$ cat src/rtl/vga_timing_pkg.sv
// Timing constants, state encoding and pixel payload for the 800x600@72Hz VGA timing monitor.
package vga_timing_pkg;

    localparam int unsigned H_TOTAL  = 1040;
    localparam int unsigned H_SYNC   = 120;
    localparam int unsigned H_BP     = 64;
    localparam int unsigned H_ACTIVE = 800;
    localparam int unsigned V_TOTAL  = 666;
    localparam int unsigned V_SYNC   = 6;
    localparam int unsigned V_BP     = 23;
    localparam int unsigned V_ACTIVE = 600;

    localparam int unsigned H_POS_W     = 11;
    localparam int unsigned V_POS_W     = 10;
    localparam int unsigned FRAME_CNT_W = 16;

    // Active window, inclusive bounds in h_pos / v_pos coordinates
    localparam int unsigned H_ACT_FIRST = H_SYNC + H_BP;
    localparam int unsigned H_ACT_LAST  = H_ACT_FIRST + H_ACTIVE - 1;
    localparam int unsigned V_ACT_FIRST = V_SYNC + V_BP;
    localparam int unsigned V_ACT_LAST  = V_ACT_FIRST + V_ACTIVE - 1;

    typedef enum logic [1:0] {
        SEARCH  = 2'd0,
        MEASURE = 2'd1,
        LOCKED  = 2'd2,
        ERROR   = 2'd3
    } mon_state_e;

    typedef struct packed {
        logic [1:0] red;
        logic [1:0] green;
        logic [1:0] blue;
    } rgb_t;

endpackage

$ cat src/rtl/sync_pulse_meter.sv
// Position, period and high-width counters for one sync signal; tick is the counting unit
// (every clock for H, every hrise for V).
module sync_pulse_meter #(
    parameter int unsigned W = 11
) (
    input  logic         clk,
    input  logic         rst_n,
    input  logic         clear,
    input  logic         sync,
    input  logic         tick,
    input  logic         rise,
    output logic [W-1:0] pos_c,
    output logic [W-1:0] period_c,
    output logic         sat_c,
    output logic [W-1:0] period,
    output logic [W-1:0] width,
    output logic         valid
);

    localparam logic [W-1:0] CNT_MAX = {W{1'b1}};

    logic [W-1:0] pos_q;
    logic [W-1:0] width_d;
    logic         pend_q;
    logic         start_c;

    // A rise arms the restart; the position zeroes on the first tick at or after it
    assign start_c = tick & (rise | pend_q);

    always_comb begin
        pos_c = pos_q;
        if (start_c) begin
            pos_c = '0;
        end else if (tick && (pos_q != CNT_MAX)) begin
            pos_c = pos_q + W'(1);
        end
    end

    assign sat_c    = (pos_c == CNT_MAX);
    assign period_c = (pos_q == CNT_MAX) ? CNT_MAX : pos_q + W'(tick);

    always_comb begin
        width_d = width;
        if (rise) begin
            width_d = W'(tick);
        end else if (sync && tick && (width != CNT_MAX)) begin
            width_d = width + W'(1);
        end
    end

    always_ff @(posedge clk or negedge rst_n) begin
        if (!rst_n) begin
            pos_q  <= '0;
            pend_q <= 1'b0;
            period <= '0;
            width  <= '0;
            valid  <= 1'b0;
        end else if (clear) begin
            pos_q  <= '0;
            pend_q <= 1'b0;
            period <= '0;
            width  <= '0;
            valid  <= 1'b0;
        end else begin
            pos_q  <= pos_c;
            pend_q <= (rise | pend_q) & ~tick;
            width  <= width_d;
            if (rise) begin
                period <= period_c;
                valid  <= 1'b1;
            end
        end
    end

endmodule

$ cat src/rtl/vga_timing_monitor.sv
// Checks VGA sync timing against 800x600@72Hz, tracks lock and raises sticky timing and
// blanking errors.
module vga_timing_monitor
    import vga_timing_pkg::*;
#(
    parameter int unsigned H_TOTAL_CFG  = H_TOTAL,
    parameter int unsigned H_SYNC_CFG   = H_SYNC,
    parameter int unsigned H_BP_CFG     = H_BP,
    parameter int unsigned H_ACTIVE_CFG = H_ACTIVE,
    parameter int unsigned V_TOTAL_CFG  = V_TOTAL,
    parameter int unsigned V_SYNC_CFG   = V_SYNC,
    parameter int unsigned V_BP_CFG     = V_BP,
    parameter int unsigned V_ACTIVE_CFG = V_ACTIVE
) (
    input  logic                   clk,
    input  logic                   rst_n,
    input  logic                   h_sync,
    input  logic                   v_sync,
    input  logic [1:0]             red_in,
    input  logic [1:0]             green_in,
    input  logic [1:0]             blue_in,
    input  logic                   clear,
    output logic                   locked,
    output logic                   h_err,
    output logic                   v_err,
    output logic                   blank_err,
    output logic [FRAME_CNT_W-1:0] frame_count,
    output logic [H_POS_W-1:0]     h_period,
    output logic [V_POS_W-1:0]     v_lines
);

    localparam int unsigned H_LO = H_SYNC_CFG + H_BP_CFG;
    localparam int unsigned H_HI = H_LO + H_ACTIVE_CFG - 1;
    localparam int unsigned V_LO = V_SYNC_CFG + V_BP_CFG;
    localparam int unsigned V_HI = V_LO + V_ACTIVE_CFG - 1;

    logic h_q, v_q;
    logic hrise, hfall, vrise, vfall;

    // Edges are taken against the live input so there is no detection lag
    always_ff @(posedge clk or negedge rst_n) begin
        if (!rst_n) begin
            h_q <= 1'b0;
            v_q <= 1'b0;
        end else begin
            h_q <= h_sync;
            v_q <= v_sync;
        end
    end

    assign hrise = h_sync & ~h_q;
    assign hfall = ~h_sync & h_q;
    assign vrise = v_sync & ~v_q;
    assign vfall = ~v_sync & v_q;

    logic [H_POS_W-1:0] h_pos_c, h_period_c, h_width;
    logic [V_POS_W-1:0] v_pos_c, v_period_c, v_width;
    logic               h_sat_c, v_sat_c, h_valid, v_valid;

    sync_pulse_meter #(.W(H_POS_W)) u_h_meter (
        .clk      (clk),
        .rst_n    (rst_n),
        .clear    (clear),
        .sync     (h_sync),
        .tick     (1'b1),
        .rise     (hrise),
        .pos_c    (h_pos_c),
        .period_c (h_period_c),
        .sat_c    (h_sat_c),
        .period   (h_period),
        .width    (h_width),
        .valid    (h_valid)
    );

    sync_pulse_meter #(.W(V_POS_W)) u_v_meter (
        .clk      (clk),
        .rst_n    (rst_n),
        .clear    (clear),
        .sync     (v_sync),
        .tick     (hrise),
        .rise     (vrise),
        .pos_c    (v_pos_c),
        .period_c (v_period_c),
        .sat_c    (v_sat_c),
        .period   (v_lines),
        .width    (v_width),
        .valid    (v_valid)
    );

    logic h_mis_c, v_mis_c, mis_c;

    assign h_mis_c = h_valid & ((hrise & (h_period_c != H_POS_W'(H_TOTAL_CFG)))
                              | (hfall & (h_width != H_POS_W'(H_SYNC_CFG)))
                              | h_sat_c);
    assign v_mis_c = v_valid & ((vrise & (v_period_c != V_POS_W'(V_TOTAL_CFG)))
                              | (vfall & (v_width != V_POS_W'(V_SYNC_CFG)))
                              | v_sat_c);
    assign mis_c   = h_mis_c | v_mis_c;

    rgb_t pix;
    logic in_window_c;
    logic pix_lit_c;

    assign pix         = '{red: red_in, green: green_in, blue: blue_in};
    assign pix_lit_c   = (pix != '0);
    assign in_window_c = (h_pos_c >= H_POS_W'(H_LO)) && (h_pos_c <= H_POS_W'(H_HI))
                      && (v_pos_c >= V_POS_W'(V_LO)) && (v_pos_c <= V_POS_W'(V_HI));

    mon_state_e             state_q, state_d;
    logic                   bad_q, bad_d;
    logic                   locked_d, h_err_d, v_err_d, blank_err_d;
    logic [FRAME_CNT_W-1:0] frame_count_d;

    always_ff @(posedge clk or negedge rst_n) begin
        if (!rst_n) begin
            state_q <= SEARCH;
        end else begin
            state_q <= state_d;
        end
    end

    // bad_q remembers a mismatch anywhere in the frame being measured
    always_comb begin
        state_d       = state_q;
        bad_d         = bad_q;
        h_err_d       = h_err;
        v_err_d       = v_err;
        blank_err_d   = blank_err;
        frame_count_d = frame_count;
        if (clear) begin
            state_d       = SEARCH;
            bad_d         = 1'b0;
            h_err_d       = 1'b0;
            v_err_d       = 1'b0;
            blank_err_d   = 1'b0;
            frame_count_d = '0;
        end else begin
            case (state_q)
                SEARCH: begin
                    if (vrise) begin
                        state_d = MEASURE;
                        bad_d   = 1'b0;
                    end
                end
                MEASURE: begin
                    if (vrise) begin
                        if (!bad_q && !mis_c) begin
                            state_d = LOCKED;
                        end
                        bad_d = 1'b0;
                    end else if (mis_c) begin
                        bad_d = 1'b1;
                    end
                end
                LOCKED: begin
                    if (vrise) begin
                        frame_count_d = frame_count + FRAME_CNT_W'(1);
                    end
                    if (pix_lit_c && !in_window_c) begin
                        blank_err_d = 1'b1;
                    end
                    if (mis_c) begin
                        state_d = ERROR;
                        h_err_d = h_err | h_mis_c;
                        v_err_d = v_err | v_mis_c;
                    end
                end
                default: begin
                end
            endcase
        end
        locked_d = (state_d == LOCKED);
    end

    always_ff @(posedge clk or negedge rst_n) begin
        if (!rst_n) begin
            bad_q       <= 1'b0;
            locked      <= 1'b0;
            h_err       <= 1'b0;
            v_err       <= 1'b0;
            blank_err   <= 1'b0;
            frame_count <= '0;
        end else begin
            bad_q       <= bad_d;
            locked      <= locked_d;
            h_err       <= h_err_d;
            v_err       <= v_err_d;
            blank_err   <= blank_err_d;
            frame_count <= frame_count_d;
        end
    end

endmodule

$ cat config.mk
export PLATFORM = sky130hd
export DESIGN_NAME = vga_timing_monitor
export DESIGN_NICKNAME = d
export VERILOG_FILES = /design/src/rtl/vga_timing_pkg.sv /design/src/rtl/sync_pulse_meter.sv /design/src/rtl/vga_timing_monitor.sv
export SDC_FILE = /design/constraint.sdc
export NUM_CORES = 1
export LEC_CHECK = 0
export CAP_MARGIN = 10
export CORE_MARGIN = 5
export CORE_UTILIZATION = 45
export DETAILED_ROUTE_END_ITERATION = 7
export PLACE_DENSITY_LB_ADDON = 0.08
export SLEW_MARGIN = 10
export SYNTH_ARGS = -nofsm -noshare
export SYNTH_HDL_FRONTEND = slang
export SYNTH_SLANG_ARGS = --single-unit
$ cat constraint.sdc
create_clock -name clk -period 4.2 [get_ports clk]
set_input_delay 0.84 -clock clk [delete_from_list [all_inputs] [get_ports clk]]
set_output_delay 0.84 -clock clk [all_outputs]
set_load 0.02 [all_outputs]
# Yosys cells after proc, flatten, opt, wreduce, memory -nomap -nowiden
# Index checks and enable logic that the tools add are counted.
[word_totals]
output_inout_bits = 41
ff_bits = 91
in_bits = 11
wordCells = 142
[op_classes]
n_lt_le_gt_ge = 4
eq_ne = 17
add_sub_neg = 6
n_reduce_logical = 26
n_mux = 46
bitwise_logic = 25
[op_table]
columns = ["operator", "n"]
rows = [
  ["2-to-1 mux 11 bit", 9],
  ["2-to-1 mux 10 bit", 9],
  ["2-to-1 mux 16 bit", 3],
  ["!= test 11 bit (second input constant)", 3],
  ["!= test 10 bit (second input constant)", 3],
  ["adder 11 x 1 -> 11 bit (second input constant)", 2],
  ["equality test 11 bit (second input constant)", 2],
  ["adder 10 x 1 -> 10 bit (second input constant)", 2],
  ["equality test 10 bit (second input constant)", 2],
  ["2-to-1 mux 1 bit", 18],
  ["adder 16 x 1 -> 16 bit (second input constant)", 1],
  ["AND 1 bit", 12],
  ["greater-or-equal comparator 11 x 8 -> 1 bit (second input constant)", 1],
  ["less-or-equal comparator 11 x 10 -> 1 bit (second input constant)", 1],
  ["!= test 11 x 7 -> 1 bit (second input constant)", 1],
  ["adder 10 x 1 -> 10 bit", 1],
  ["greater-or-equal comparator 10 x 5 -> 1 bit (second input constant)", 1],
  ["less-or-equal comparator 10 bit (second input constant)", 1],
  ["2-to-1 mux 2 bit", 5],
  ["!= test 10 x 3 -> 1 bit (second input constant)", 1],
  ["nonzero test 2 bit", 5],
  ["logical AND 1 bit", 9],
  ["nonzero test 3 bit", 3],
  ["OR 1 bit", 8],
  ["other kinds (12)", 21],
]

# Longest topological paths before layout
# Gate-level depths: netlist of run 1.
[depth]
word_depth = 17
ltp_mapped = 13
mapped_depth_nobuf = 10

# Modules after synthesis
# From an unflattened synthesis of run 1, not the netlist that was laid out.
[hier_totals]
hier_cells = 605
hier_area_um2 = 5549.1
[modules_own_cells]
columns = ["mod", "seq_area_each_um2", "instances", "area_per_inst_um2", "cells_each"]
rows = [
  ["sync_pulse_meter at u_h_meter", 875.8, 1, 2153.3, 238],
  ["sync_pulse_meter at u_v_meter", 800.8, 1, 1996.9, 221],
  ["vga_timing_monitor", 625.6, 1, 1398.8, 146],
]

# Worst setup path before layout of run 1
# No wires, ideal clock.
[synth_path]
path_kind = "in2reg"
startpoint = "in h_sync"
endpoint = "reg locked"
setup_time_ns = 0.068
setup_slack_ns = 0.937
path_stages = 13
arrival_time_ns = 3.195
n_path_buf = 3
required_time_ns = 4.132
cell_sequence = "nand2b_1 -> buf_2 -> inv_1 -> buf_2 -> buf_1 -> ha_1 -> nand4_1 -> nor2_1 -> mux2_2 -> nor4_1 -> a31oi_1 -> a31oi_1 -> and4_1"
[synth_between]
elab_chain_len = 16
elab_cells_between_ends = 31
classes_between = "1 x add/sub; 4 x eq/ne; 9 x mux; 14 x bitwise; 3 x reduce/logical"
[synth_lines]
columns = ["item", "line_no", "rtl"]
rows = [
  ["start: declaration", "vga_timing_monitor.sv:17", "input logic h_sync,"],
  ["AND 1 bit", "vga_timing_monitor.sv:51", "assign hrise = h_sync & ~h_q;"],
  ["adder 10 x 1 -> 10 bit", "sync_pulse_meter.sv:40", "assign period_c = (pos_q == CNT_MAX) ? CNT_MAX : pos_q + W'(tick);"],
  ["2-to-1 mux 10 bit", "sync_pulse_meter.sv:40", ""],
  ["!= test 10 bit", "vga_timing_monitor.sv:95", "assign v_mis_c = v_valid & ((vrise & (v_period_c != V_POS_W'(V_TOTAL_CFG)))"],
  ["AND 1 bit", "vga_timing_monitor.sv:95", ""],
  ["OR 1 bit", "vga_timing_monitor.sv:96", "| (vfall & (v_width != V_POS_W'(V_SYNC_CFG)))"],
  ["OR 1 bit", "vga_timing_monitor.sv:97", "| v_sat_c);"],
  ["AND 1 bit", "vga_timing_monitor.sv:95", ""],
  ["OR 1 bit *", "vga_timing_monitor.sv:98", "assign mis_c = h_mis_c | v_mis_c;"],
  ["logical NOT 1 bit", "vga_timing_monitor.sv:147", "if (!bad_q && !mis_c) begin"],
  ["logical AND 1 bit", "vga_timing_monitor.sv:147", ""],
  ["2-to-1 mux 2 bit", "vga_timing_monitor.sv:147", ""],
  ["2-to-1 mux 2 bit", "vga_timing_monitor.sv:146", "if (vrise) begin"],
  ["case mux 2 bit (3 select lines) *", "vga_timing_monitor.sv:138", "case (state_q)"],
  ["2-to-1 mux 2 bit *", "vga_timing_monitor.sv:130", "if (clear) begin"],
  ["equality test 2 bit *", "vga_timing_monitor.sv:172", "locked_d = (state_d == LOCKED);"],
  ["net locked_d", "vga_timing_monitor.sv:111", "logic locked_d, h_err_d, v_err_d, blank_err_d;"],
  ["end signal: assignment", "vga_timing_monitor.sv:185", "locked <= locked_d;"],
  ["end: declaration", "vga_timing_monitor.sv:23", "output logic locked,"],
]
# Mark *: on every way through the listed nets, which the timed path passes. The rest lies on a longest branch.
# A chain may end at the register's enable or synchronous reset.

# Worst setup path in the final report of run 1
[layout_path]
startpoint = "reg u_h_meter.pos_q[0]"
endpoint = "reg state_q[0]"
[layout_between]
elab_chain_len = 14
elab_cells_between_ends = 20
classes_between = "1 x add/sub; 4 x eq/ne; 8 x mux; 5 x bitwise; 2 x reduce/logical"
[layout_lines]
columns = ["item", "line_no", "rtl"]
rows = [
  ["start: declaration", "sync_pulse_meter.sv:22", "logic [W-1:0] pos_q;"],
  ["start signal: assignment", "sync_pulse_meter.sv:65", "pos_q <= pos_c;"],
  ["adder 11 x 1 -> 11 bit or equality test 11 bit (tied branches)", "sync_pulse_meter.sv:35, sync_pulse_meter.sv:40", ""],
  ["2-to-1 mux 11 bit", "sync_pulse_meter.sv:40", ""],
  ["!= test 11 bit", "vga_timing_monitor.sv:92", "assign h_mis_c = h_valid & ((hrise & (h_period_c != H_POS_W'(H_TOTAL_CFG)))"],
  ["AND 1 bit", "vga_timing_monitor.sv:92", ""],
  ["OR 1 bit", "vga_timing_monitor.sv:93", "| (hfall & (h_width != H_POS_W'(H_SYNC_CFG)))"],
  ["OR 1 bit *", "vga_timing_monitor.sv:94", "| h_sat_c);"],
  ["AND 1 bit *", "vga_timing_monitor.sv:92", ""],
  ["OR 1 bit *", "vga_timing_monitor.sv:98", ""],
  ["logical NOT 1 bit", "vga_timing_monitor.sv:147", ""],
  ["logical AND 1 bit", "vga_timing_monitor.sv:147", ""],
  ["2-to-1 mux 2 bit", "vga_timing_monitor.sv:147", ""],
  ["2-to-1 mux 2 bit", "vga_timing_monitor.sv:146", ""],
  ["case mux 2 bit (3 select lines) *", "vga_timing_monitor.sv:138", ""],
  ["2-to-1 mux 2 bit *", "vga_timing_monitor.sv:130", ""],
  ["net state_d[0]", "vga_timing_monitor.sv:109", "mon_state_e state_q, state_d;"],
  ["end signal: assignment", "vga_timing_monitor.sv:118", "state_q <= state_d;"],
  ["end: declaration", "vga_timing_monitor.sv:109", ""],
]
# Marked as above.

==> results of run 1 <==
how the worst max path moves through the flow:
stage,start,to,depth (start not counted)
global placement,h_sync,locked,11
finish,u_h_meter.pos_q[0],state_q[0],10
CTS,u_h_meter.pos_q[0],state_q[1],10
global route,h_sync,locked,11
detailed placement,h_sync,state_q[0],11
floorplan,h_sync,locked,13
Yosys cell counts (6+ instances only):
library cell,number,area share
nand2b_1,8,0.0098
xor2_1,22,0.038
nand2_1,37,0.027
nor4_1,6,0.0073
xnor2_1,19,0.032
and2_1,8,0.0098
nand3_1,20,0.020
and3_1,11,0.013
clkbuf_1,16,0.012
inv_1,15,0.011
buf_4,6,0.0088
dfrtp_1,91,0.44
nand4_1,16,0.020
buf_2,9,0.0088
a211oi_1,13,0.019
o21ai_0,19,0.019
nor2_1,93,0.068
and4_1,7,0.012
ha_1,9,0.022
or3_1,8,0.0098
nor3_1,13,0.013
a31oi_1,7,0.0085
a21oi_1,28,0.027
nor2b_1,7,0.0085
kinds of logic after synthesis:
| kind of cell | share of synthesized area |
|---|---|
| and+or+nand+nor | 0.2482 |
| AOI/OAI and AO/OA | 0.1557 |
| DFF | 0.4442 |
| buffers and inverters | 0.04540 |
| xor gates and xnor gates | 0.07005 |
| adders and majority gates | 0.02197 |
| muxes | 0.01440 |
cell type report:
cell class,count,area [sq um],area share
multi-input cells,421,2616,0.4348
flip-flops and latches,91,2277,0.3785
repair buffers,58,555.5,0.09233
clock buffers,12,256.5,0.04263
well taps,143,178.9,0.02974
clock inverters,4,72.57,0.01206
inverters,16,60.06,0.009981
flip-flops by register name, indices dropped and copies added (netlist names):
| signal | count |
|---|---|
| u_v_meter.period | 10 |
| h_q | 1 |
| u_h_meter.pos_q | 11 |
| u_h_meter.period | 11 |
| state_q | 2 |
| u_v_meter.width | 10 |
| blank_err | 1 |
| v_q | 1 |
| v_err | 1 |
| u_v_meter.pos_q | 10 |
| frame_count | 16 |
| u_h_meter.valid | 1 |
| u_h_meter.width | 11 |
| u_v_meter.valid | 1 |
| h_err | 1 |
| locked | 1 |
| u_v_meter.pend_q | 1 |
| bad_q | 1 |
metrics by stage:
| step | utilization | power, W | std cells | hold WS (ns) | setup WS, ns |
|---|---|---|---|---|---|
| 2_1_floorplan | - | 0.001017 | 563 | 0.4741 | 0.9373 |
| 3_3_place_gp | 0.5046 | 0.001089 | 729 | 0.4780 | 0.7345 |
| 3_5_place_dp | 0.5046 | 0.001091 | 729 | 0.4927 | 0.6875 |
| 4_1_cts | 0.5338 | 0.001986 | 745 | 0.5070 | 1.022 |
| 5_1_grt | 0.5338 | 0.002052 | 745 | 0.5368 | 0.6693 |
| 6_report | 0.5338 | 0.001962 | 745 | 0.4965 | 1.017 |
per-layer routing:
layer  up-vias  wire length (microns)  GRT usage
met4         0                    240    0.07569
met5         -                      0          0
met3        16                    615    0.03316
met2       110                   5594     0.2920
li1       2072                      -          -
met1      2082                   6182     0.2930
power by group through the flow:
stage | Clock (W) | Sequential [W] | Combinational [W]
CTS | 0.000911 | 0.000912 | 0.000163
detailed placement | 0 | 0.000929 | 0.000162
global route | 0.000958 | 0.000915 | 0.000179
floorplan | 0 | 0.000934 | 0.0000831
finish | 0.000890 | 0.000912 | 0.000159
global placement | 0 | 0.000928 | 0.000161
worst max-delay path: stages (launching register included):
cell and delay, ns:
dfrtp_1 0.40, ha_1 0.33, and4_1 0.45, and4_1 0.50, inv_2 0.13, ha_1 0.31, nand3_1 0.10, a2111oi_4 0.29
nand3_2 0.11, and2_4 0.20, a311oi_2 0.26
==> results by group, run 1 <==
Setup path
  – Crit Path Class: flip-flop to flip-flop
  – CP Max Fanout: 10
  – Startpoint types: flip-flop
  – Critical R2R Launch: u_h_meter.pos_q[0]
  – Flop2flop setup slack: 1.02 ns
  – RR Endpoint: state_q[0]
  – Crit. End Element: flip-flop
  – Worst R2R Path Depth: 10
  – Required time of the critical path: 4.45 ns
  – Data arrival time of the worst path: 3.44 ns

Layout
  – Commonest non-fill, non-tap cell in the layout: nor2_1
  – Design area: 0.006017 sq mm
  – Layout area overhead: 17.38%
  – Final #Nets: 617
  – Ant. Diodes: 0
  – Layout cells sized above 1: 0.06977
  – Most frequent cells in the layout: 93 x nor2_1, 91 x dfrtp_1, 49 x clkdlybuf4s50_1, 37 x nand2_1, 28 x a21oi_1
  – Fill count: 1068

Timing
  – Setup Viol. Count Final: 0
  – Fin crit period: 3.183 ns
  – RSZ-0062 raised after global routing: no
  – Hold violation count in the final report: 0
  – Period utilisation layout: 0.7579
  – Fmax achieved: 0.3141 GHz
  – Setup TNS after final layout: 0 ns
  – Skew final: 0.009401 ns
  – Slew headroom: 0.4856
  – Worst slew pin tran: 0.7698 ns
  – Max Slew Vio Count: 0

GRT
  – First-pass GRT wire length: 21310 microns
  – Largest net degree at the start of global routing: 61
  – Vias in the first global route: 4116
  – Overall routing resource usage: 0.1985
  – Initial antenna violation count: 0
  – Grt ovf: 0

Logic synthesis
  – Ys Warns: 0
  – Mapped Cells: 563
  – Synthesis-stage register bit count: 91
  – Syn Nets: 583
  – Mapped Area: 0.005126 sq mm
  – Post-synth cell types: 64
  – Commonest register cell after synthesis: dfrtp_1
  – Number of synthesized flops with an enable pin: 0
  – Sequential area share after synthesis: 0.4442
  – Syn_area_per_cell: 9.105 sq um
  – Share of flip-flops with an asynchronous set or reset: 1.000

Power
  – Worst VDD drop: 0.1988 mV
  – Power Internal: 0.001506 W
  – Leakage: 2.488 nW
  – Flop pwr share: 0.465
  – Switching Share: 0.2322
  – Clk pwr share: 0.454
  – Power Dens Cells: 326.0 mW/mm^2
  – NetSw: 0.0004555 W
  – Gate power share: 0.081

Clock network
  – Post-CTS Resized: 0
  – Clk buf depth: 2
  – Cts hold-fix bufs: 0
  – Clock latency on the worst-skew pair: 0.35 ns
  – Post-CTS Setup Inserts: 0
  – Worst-path clk slew: 0.06 ns
  – Clk sinks: 91
  – H-tree Lvls: 3
  – CTS tree: built
  – TritonCTS Buffers: 9
  – Clock root buffer master: clkbuf_16

Die
  – Core Region: 0.01127 sq mm
  – Initial Util: 0.4548
  – Die ar.: 0.01363 sq mm
  – Die W: 116.7 microns
  – Top Ports: 52
  – Rows: 39
  – Die Height: 116.7 microns

Drt
  – Drt drc: 0
  – DR WL/cell: 16.96 microns
  – DR vias/cell: 5.745
  – Initial DRT Pass Iterations: 5
  – Routed Wire Length: 12630 microns
  – Vias: 4280
  – Initial DRC count: 304
  – Remaining antenna violation count: 0

Hold path
  – Hold depth: 1
  – Hold crit path type: flip-flop to flip-flop
  – Hold path endpoint: h_err
  – HP Start: h_err

Run status
  – Status: finished, final reports clean

Flow run
  – Max-cap violations: 0

Place
  – Post-DP HPWL: 9056 microns
  – Gpl congestion: 0.8841
  – Instance area at placement: 0.005688 sq mm
  – Buffers on Ports: 51
No activity file was read; power rests on OpenSTA's default activity.
==> run 2, diff against run 1 <==
==> constraint.sdc (replaced) <==
create_clock -name clk -period 3.1 [get_ports clk]
set_input_delay 0.62 -clock clk [delete_from_list [all_inputs] [get_ports clk]]
set_output_delay 0.62 -clock clk [all_outputs]
set_load 0.02 [all_outputs]
==> run 2 against run 1 <==
Net effect: clock skew is 0.0012 ns lower; wire length is 0.24% lower; highest routed layer unchanged; worst setup slack worse by 0.80 ns; total power is 31% higher; largest power group unchanged.
==> results by group, run 2 (synthesis gave the netlist of run 1 again) <==
Run status
  – Status: finished, final reports clean

Timing
  – Fin crit period: 2.886 ns
  – Fmax achieved: 0.3464 GHz
  – RSZ-0062 raised after global routing: no
  – Max Slew Vio Count: 0
  – Final WS setup: 0.2136 ns
  – Skew final: 0.008187 ns
  – Hold violation count in the final report: 0
  – Slew headroom: 0.4951
  – Worst slew pin tran: 0.7555 ns
  – Setup Viol. Count Final: 0
  – Period utilisation layout: 0.9311

Power
  – Power Internal: 0.001973 W
  – NetSw: 0.0006051 W
  – Power Total: 0.002578 W
  – Leakage: 2.566 nW
  – Worst VDD drop: 0.2897 mV
  – Power Dens Cells: 419.7 mW/mm^2
  – Flop pwr share: 0.478
  – Clk pwr share: 0.432
  – Gate power share: 0.090
  – Switching Share: 0.2347

Drt
  – Drt drc: 0
  – Initial DRT Pass Iterations: 5
  – Vias: 4305
  – DR WL/cell: 16.52 microns
  – Initial DRC count: 332
  – Routed Wire Length: 12600 microns
  – Remaining antenna violation count: 0
  – DR vias/cell: 5.642

Clock network
  – Clk buf depth: 2
  – Cts hold-fix bufs: 0
  – Clk sinks: 91
  – CTS tree: built
  – H-tree Lvls: 3
  – Clock latency on the worst-skew pair: 0.34 ns
  – TritonCTS Buffers: 9
  – Worst-path clk slew: 0.07 ns
  – Clock root buffer master: clkbuf_16
  – Post-CTS Resized: 0
  – Post-CTS Setup Inserts: 0

Die
  – Initial Util: 0.4548
  – Top Ports: 52
  – Rows: 39
  – Core Region: 0.01127 sq mm
  – Die W: 116.7 microns
  – Die ar.: 0.01363 sq mm
  – Die Height: 116.7 microns

Setup path
  – CP Max Fanout: 5
  – Required time of the critical path: 3.37 ns
  – Critical-path top delay cell: clkdlybuf4s50_1
  – Origin of the worst setup path: h_sync
  – Crit Path Class: input pin to flip-flop
  – Startpoint types: input pin
  – Critical path's largest stage delay: 0.48 ns
  – Crit. End Element: flip-flop
  – Critical R2R Launch: u_h_meter.pos_q[0]
  – Crit path cell chain: clkdlybuf4s50_1, nand2b_1, inv_1, ha_1, and4_1, xnor2_1, nand3_1, nor4_1, a31oi_1, a31oi_1, and4_1
  – Data arrival time of the worst path: 3.16 ns

GRT
  – Initial antenna violation count: 0
  – Overall routing resource usage: 0.1929
  – Vias in the first global route: 4167
  – Grt ovf: 0
  – Largest net degree at the start of global routing: 52
  – First-pass GRT wire length: 20860 microns

Layout
  – Layout area overhead: 19.82%
  – Largest Register: frame_count
  – Utilization after layout: 0.5449
  – Final #Nets: 635
  – Design area: 0.006142 sq mm
  – Max reg flops: 16
  – Ant. Diodes: 0
  – Most frequent cells in the layout: 93 x nor2_1, 91 x dfrtp_1, 49 x clkdlybuf4s50_1, 37 x nand2_1, 28 x a21oi_1
  – Commonest non-fill, non-tap cell in the layout: nor2_1
  – Layout cells sized above 1: 0.09516

Place
  – Gpl congestion: 0.8902
  – Post-DP HPWL: 9048 microns
  – Buffers on Ports: 51
  – Pre-CTS setup slack: -0.04495 ns
  – Instance area at placement: 0.005836 sq mm

Hold path
  – Hold crit path type: input pin to async pin

Flow run
  – Max-cap violations: 0
## run 2: cell count changes in the layout (fill, tap and decap cells not counted), sizes merged
cell	before	now
buf	9	27
clkbuf	12	13
bufinv	2	1
## run 2: area by class of cell
class / instances / area (sq um)
fill: 1032 / 5130
tap: 143 / 178.9
inverter: 16 / 60.06
multi-input combinational: 421 / 2616
sequential: 91 / 2277
clock buffer: 13 / 260.3
clock inverter: 3 / 46.29
timing repair buffer: 76 / 703.2
## run 2: stage by stage
step	cells	hold slack (ns)	TNS (ns)
6_report	763	0.3063	0
2_1_floorplan	563	0.3244	0
5_1_grt	763	0.3733	0
3_3_place_gp	747	0.4888	0
3_5_place_dp	747	0.4983	-0.1569
4_1_cts	763	0.3349	0
## run 2: power by group through the flow
| stage | sequential (W) | combinational, W | clock (W) |
|---|---|---|---|
| 2_1_floorplan | 0.00126 | 0.000113 | 0 |
| 3_3_place_gp | 0.00125 | 0.000234 | 0 |
| 3_5_place_dp | 0.00125 | 0.000236 | 0 |
| 4_1_cts | 0.00123 | 0.000237 | 0.00115 |
| 5_1_grt | 0.00124 | 0.000259 | 0.00119 |
| 6_report | 0.00123 | 0.000232 | 0.00111 |
## run 2: final timing paths
check / end / slack (ns) / depth (start not counted)
worst max-delay path: locked / 0.21 / 11
worst min-delay path: u_h_meter.width[4] / 0.31 / 1
worst max register to register: state_q[1] / 0.47 / 10
worst min register to register: h_err / 0.50 / 1
max in group asynchronous: frame_count[6] / 2.12 / 2
min in group clk: h_err / 0.50 / 1
## run 2: routing by layer
layer,GRT usage,wire length [microns],part of all wire,vias up
li1,-,-,-,2117
met1,0.2806,6294,0.50,2068
met2,0.2901,5624,0.45,99
met3,0.03264,450,0.036,21
met4,0.06957,233,0.018,0
met5,0,0,0,-
## run 2: worst max-delay path, delay by kind of cell
kind	cells	cell delay [ns]
adder cells (fa/ha/maj)	1	0.22
AO/OA/AOI/OAI	2	0.51
AND/OR/NAND/NOR	5	1.08
XOR/XNOR	1	0.16
buffers and inverters	2	0.57
